--- src/rtl/blink_pkg.sv ---
// Shared types and helpers for the event blinker: FSM state encoding and
// a saturating increment for the pending-event counter.
package blink_pkg;

    typedef enum logic [1:0] {
        IDLE = 2'd0,
        ON   = 2'd1,
        OFF  = 2'd2
    } blink_state_t;

    // Width-agnostic: callers zero-extend into 32 bits and truncate the result.
    function automatic logic [31:0] sat_inc(input logic [31:0] v, input logic [31:0] max_v);
        return (v == max_v) ? v : v + 32'd1;
    endfunction

endpackage

--- src/rtl/blink_timer.sv ---
// Loadable down-counter; holds at zero until reloaded.
module blink_timer #(
    parameter int W = 1
) (
    input  logic         clk,
    input  logic         reset,
    input  logic         load,
    input  logic [W-1:0] load_val,
    output logic         zero
);

    logic [W-1:0] cnt_q;

    always_ff @(posedge clk or posedge reset) begin
        if (reset)
            cnt_q <= '0;
        else if (load)
            cnt_q <= load_val;
        else if (cnt_q != '0)
            cnt_q <= cnt_q - 1'b1;
    end

    assign zero = (cnt_q == '0);

endmodule

--- src/rtl/event_blinker.sv ---
// Renders single-cycle event strobes as fixed-length LED blinks, queueing
// events that arrive mid-blink in a saturating pending counter.
module event_blinker
    import blink_pkg::*;
#(
    parameter int ON_CYCLES  = 25_000_000,
    parameter int OFF_CYCLES = 25_000_000,
    parameter int PEND_W     = 4
) (
    input  logic              clk,
    input  logic              reset,
    input  logic              evt_in,
    output logic              led_out,
    output logic              busy,
    output logic [PEND_W-1:0] pending,
    output logic              overflow
);

    localparam int MAX_C = (ON_CYCLES > OFF_CYCLES) ? ON_CYCLES : OFF_CYCLES;
    localparam int TW    = (MAX_C > 1) ? $clog2(MAX_C) : 1;
    localparam logic [TW-1:0]     ON_LOAD  = TW'(ON_CYCLES - 1);
    localparam logic [TW-1:0]     OFF_LOAD = TW'(OFF_CYCLES - 1);
    localparam logic [PEND_W-1:0] PEND_MAX = '1;

    blink_state_t      state_q, state_d;
    logic              tmr_load, tmr_zero, consume;
    logic [TW-1:0]     tmr_val;
    logic [PEND_W-1:0] pending_q, pending_d;
    logic              led_q, busy_q, ovf_q, ovf_d;

    blink_timer #(.W(TW)) u_timer (
        .clk      (clk),
        .reset    (reset),
        .load     (tmr_load),
        .load_val (tmr_val),
        .zero     (tmr_zero)
    );

    always_comb begin
        state_d  = state_q;
        tmr_load = 1'b0;
        tmr_val  = ON_LOAD;
        consume  = 1'b0;
        case (state_q)
            IDLE: if (evt_in) begin
                state_d  = ON;
                tmr_load = 1'b1;
            end
            ON: if (tmr_zero) begin
                state_d  = OFF;
                tmr_load = 1'b1;
                tmr_val  = OFF_LOAD;
            end
            OFF: if (tmr_zero) begin
                if (pending_q != '0 || evt_in) begin
                    state_d  = ON;
                    tmr_load = 1'b1;
                    consume  = 1'b1;
                end else begin
                    state_d  = IDLE;
                end
            end
            default: state_d = IDLE;
        endcase
    end

    // A consume that coincides with an arrival nets to zero, even when saturated.
    always_comb begin
        pending_d = pending_q;
        ovf_d     = 1'b0;
        if (state_q != IDLE) begin
            if (consume) begin
                if (!evt_in)
                    pending_d = pending_q - 1'b1;
            end else if (evt_in) begin
                if (pending_q == PEND_MAX)
                    ovf_d = 1'b1;
                else
                    pending_d = PEND_W'(sat_inc(32'(pending_q), 32'(PEND_MAX)));
            end
        end
    end

    always_ff @(posedge clk or posedge reset) begin
        if (reset) begin
            state_q   <= IDLE;
            pending_q <= '0;
            led_q     <= 1'b0;
            busy_q    <= 1'b0;
            ovf_q     <= 1'b0;
        end else begin
            state_q   <= state_d;
            pending_q <= pending_d;
            led_q     <= (state_d == ON);
            busy_q    <= (state_d != IDLE);
            ovf_q     <= ovf_d;
        end
    end

    assign led_out  = led_q;
    assign busy     = busy_q;
    assign pending  = pending_q;
    assign overflow = ovf_q;

endmodule

--- config.mk ---
export PLATFORM = sky130hd
export DESIGN_NAME = event_blinker
export DESIGN_NICKNAME = d
export VERILOG_FILES = /design/src/rtl/blink_pkg.sv /design/src/rtl/blink_timer.sv /design/src/rtl/event_blinker.sv
export SDC_FILE = /design/constraint.sdc
export NUM_CORES = 1
export LEC_CHECK = 0
export ABC_AREA = 1
export BUFFER_PORTS_ARGS = -buffer_cell sky130_fd_sc_hd__buf_2
export CORE_ASPECT_RATIO = 1.2
export CORE_UTILIZATION = 32
export CTS_BUF_LIST = sky130_fd_sc_hd__clkbuf_16
export DETAILED_ROUTE_END_ITERATION = 8
export GPL_TIMING_DRIVEN = 0
export PLACE_DENSITY = 0.47
export SYNTH_ARGS = -nofsm -noshare
export SYNTH_HDL_FRONTEND = slang
export SYNTH_SLANG_ARGS = --single-unit
--- constraint.sdc ---
create_clock -name clk -period 3.1 [get_ports clk]
set_input_delay 0.155 -clock clk [delete_from_list [all_inputs] [get_ports clk]]
set_output_delay 0.155 -clock clk [all_outputs]
set_load 0.02 [all_outputs]
# Yosys cells after proc, flatten, opt, wreduce, memory -nomap -nowiden
# Cells that the tools add are included.
# W data, S select, Z words.
# op_classes
n_reduce_logical,10
n_mux,21
add_sub_neg,3
n_eq_ne,6
# op_table
op,n
$mux W25,2
$logic_not A25 Y1,1
$reduce_bool A25 Y1,1
$sub A25 B1 Y25 const B,1
$mux W4,4
$mux W1,10
$reduce_bool A2 Y1,4
$mux W2,3
$pmux W2 S3,1
$add A4 B1 Y4 const B,1
$eq A2 B1 Y1 const B,2
$eq A4 B4 Y1 const B,1
$ne A2 B2 Y1 const B,2
$reduce_and A4 Y1,1
$reduce_bool A4 Y1,1
$sub A4 B1 Y4 const B,1
$pmux W1 S3,1
$eq A2 B2 Y1 const B,1
$logic_not A2 Y1,1
$logic_or A1 B1 Y1,1
# word_totals
out_inout_bits,7
in_bits,3
ff_bits,34

# Logic depth before layout (Yosys ltp)
# depth
depth_word,7
depth_mapped,15

# Cells and area by module
# A second synthesis with hierarchy kept.
# unflattened
hier_cells,337
hier_area_um2,2333.5
# by_module_without_submodules
mod,area_each_um2,cells_per_inst,n_inst
blink_timer,1767.9,266,1
event_blinker,565.5,71,1

# Worst setup path after synthesis
# OpenSTA, ideal clock, no wires.
# synth_path
path_kind,reg2reg
startpoint,reg u_timer.cnt_q[0]
endpoint,"reg pending_q[2], in the netlist pending[2]"
required_time_ns,2.970
path_slack_ns,1.096
arrival_time_ns,1.874
synth_period_minus_slack_ns,2.004
path_stages_with_launch,15
setup_ns,0.130
cell_sequence,dfrtp_1 -> inv_2 -> ha_1 -> nand3_2 -> nor2_4 -> nand2_2 -> nor2_8 -> nand3_2 -> nand2_1 -> inv_2 -> ha_1 -> inv_1 -> nand2_1 -> xor2_1 -> o21ai_1
# synth_via
elab_chain_cells,5
# synth_lines
item,line,source
from (decl),blink_timer.sv:12,logic [W-1:0] cnt_q;
from (signal assigned),blink_timer.sv:18,cnt_q <= load_val;
from (signal assigned),blink_timer.sv:20,cnt_q <= cnt_q - 1'b1;
$logic_not A25 Y1 *,blink_timer.sv:23,assign zero = (cnt_q == '0);
$mux W1 *,event_blinker.sv:54,OFF: if (tmr_zero) begin
$mux W1 *,event_blinker.sv:44,case (state_q)
$ne A2 B2 Y1 (no line) or $reduce_bool A2 Y1 (tied branches),n/a,
$reduce_and A4 Y1 (no line),n/a,
to (signal assigned),event_blinker.sv:93,pending_q <= pending_d;
to (decl),event_blinker.sv:28,"logic [PEND_W-1:0] pending_q, pending_d;"
# Mark *: on every way between the ends. The rest lies on a longest branch, timed or not.
# A chain may end at the register's enable or synchronous reset.

# Worst setup path after layout
# Same ends and word-level chain as after synthesis.

==> impl_metrics.yaml <==
final_layout:
  fill_cells: 668
  drive_above_1_share: 0.2622
  syn2layout_area_growth_pct: 13.24
  final_cell_count_no_fill: 371
  diodes: 0
  nets: 290
  final_area_um2: 2472
worst_setup_path:
  cp-end-kind: "flip-flop"
  crit_fanout: 8
  timing.rr.end: "pending[2]"
  cp.arrival_ns: 2.37
  crit_type: "reg -> reg"
  rr_worst_depth: 14
  rr_startpoint: "u_timer.cnt_q[0]"
  worstSetupStartpointType: "flip-flop"
  worstPathRequired_ns: 3.26
  ff2ff_setup_slack_ns: 0.88
outcome:
  status: "finished clean"
synth:
  syn_area_um2: 2183
  syn_nets: 274
  yosys-top-cells-area: "dfrtp_1, inv_1, nand2_1"
  syn_inst: 269
  synth_top_area_share: 0.3897
  ys_warn_count: 0
  synth-edff-count: 0
  synth_seq_area_share: 0.3897
  yosys.area.top_type: "dfrtp_1"
  synth_cell_type_count: 36
  synth_commonest_cells: "inv_1, nand2_1, dfrtp_1"
  yosysMostFrequentCell: "inv_1"
  async_flop_share: 1.000
  synth_area_per_cell_um2: 8.117
  synthFlopType: "dfrtp_1"
  synth-seq-cells: 34
clock_network:
  htreeDepth: 2
  postCtsResizedCells: 0
  cts_tree: "done"
  cts_buffers: 5
  clk_latency_ns: 0.28
  post-cts-setup-buffers: 0
  cts-hold-fix-buffers: 0
  cts_buffer_depth: 2
  clkTransAtPathRegs_ns: 0.06
  cts_root_buf: "clkbuf_16"
  cts.sinks: 34
detailed_routing:
  vias: 1681
  drtIter0Drc: 69
  via_per_inst: 4.531
  routed_wl_um: 4543
  antenna_left: 0
  wl_met3_um: 93
  top_layer_used: "met4"
  drc_errors: 0
  wl_met1_um: 2113
  wl_met2_um: 2267
  wl_per_cell_um: 12.25
  firstDrtPassIters: 4
power_and_ir_drop:
  p_leak_nw: 1.169
  clock_power_share: 0.324
  p_int_mw: 0.9480
  sw_frac_of_total: 0.3451
  power_mw: 1.448
  seqPwrFrac: 0.412
  irDropWorstVdd_uv: 307.8
  combPwrFrac: 0.264
  cellPowerDensity_nw_per_um2: 585.5
  p_sw_mw: 0.4996
timing:
  setup_slack_ns: 0.8849
  skew_ns: 0.006199
  finalMaxSlewViolations: 0
  timing.fmax_mhz: 451.5
  setup_tns_ns: 0
  slew_headroom: 0.4909
  worst_slew_pin_slew_ns: 0.7626
  rsz0062_at_grt: "no"
  min_period_over_period: 0.7145
  fin_crit_ns: 2.215
  setup_violations: 0
  hold_viol: 0
place:
  place_congestion: 0.7261
  dp_slack_ns: 0.8643
  dpl.hpwl_um: 3456
  port_buffers: 9
  dpl_cell_area_um2: 2335
  place_inst: 363
die:
  ioPinCount: 10
  rows: 32
  die_w_um: 77.41
  core_area_um2: 6526
  die_h_um: 92.49
  dieArea_um2: 7159
  start_util: 0.3345
grt:
  grt_max_degree: 35
  grt-ovfl-total: 0
  gr-usage-all-layers: 0.1441
  antenna_found_initial: 0
  grt_pass1_wl_um: 8010
  grt_pass1_vias: 1669
run:
  max_cap_violations: 0
worst_hold_path:
  hold_path_class: "in -> async"
[state kept, by name, indices dropped and copies added (netlist names)]
signal         cells
state_q            2
overflow           1
busy               1
u_timer.cnt_q     25
led_out            1
pending            4
[placed cells by master (no fill, tap or decap), drive strengths merged]
cell    instances
clkbuf          5
or2             1
a31oi           2
nor3            6
nor4            4
clkinv          5
nand2          56
a211o           1
inv            50
xor2            7
xnor2           2
dfrtp          34
nor2           48
a21oi           5
o21ai          17
o211ai          5
a211oi          1
buf            11
ha              2
nand3          21
nand4           3
[cell families after synthesis]
kind of cell	Yosys count	synth area share
buf+inv	54	0.1049
fa+ha+maj	2	0.01146
compound gates	31	0.09571
xor+xnor	9	0.03611
simple gates	139	0.3622
flops	34	0.3897
[metal layers]
layer  global-route usage  vias to the layer above
met5                    0                        -
met2               0.2574                       12
met1               0.1693                      784
met4              0.04874                        0
li1                     -                      879
met3              0.03054                        6
[final cells by class]
type / instances / area, um2 / share of cell area
multi-input combinational: 181 / 1104 / 0.4464
sequential: 34 / 850.8 / 0.3441
inverter: 52 / 210.2 / 0.08502
clock buffer: 5 / 125.1 / 0.05061
tap: 85 / 106.4 / 0.04302
timing repair buffer: 9 / 45.04 / 0.01822
buffer: 2 / 18.77 / 0.007591
clock inverter: 3 / 12.51 / 0.005061
[per-stage QoR]
step	util	hold slack [ns]
after floorplan	-	0.2966
after global placement	0.3577	0.4812
after detailed placement	0.3577	0.3584
after CTS	0.3788	0.05777
after global routing	0.3788	0.09119
final	0.3788	0.008713
[worst max-delay path, cell delays in order, from the launching register on]
cell     delay, ns
dfrtp_1       0.37
inv_2         0.07
ha_1          0.20
nand3_2       0.15
nor2_4        0.20
nand2_2       0.11
nor2_8        0.24
nand3_2       0.13
nand2_1       0.10
inv_2         0.04
ha_1          0.16
inv_1         0.04
nand2_1       0.05
xor2_1        0.15
o21ai_1       0.07
[worst max-delay path by stage]
stage | from | to | cells past startpoint
floorplan | u_timer.cnt_q[0] | pending[2] | 14
global route | u_timer.cnt_q[0] | pending[2] | 14
finish | u_timer.cnt_q[0] | pending[2] | 14
detailed placement | u_timer.cnt_q[0] | pending[2] | 14
CTS | u_timer.cnt_q[0] | pending[2] | 14
global placement | u_timer.cnt_q[0] | pending[2] | 14
[power groups by stage]
stage | clock (mW) | sequential [mW] | combinational, mW
after floorplan | 0 | 0.621 | 0.273
after global placement | 0 | 0.605 | 0.387
after detailed placement | 0 | 0.605 | 0.390
after CTS | 0.485 | 0.598 | 0.391
after global routing | 0.505 | 0.608 | 0.444
final | 0.469 | 0.596 | 0.383
No activity file was read; power rests on OpenSTA's default activity.
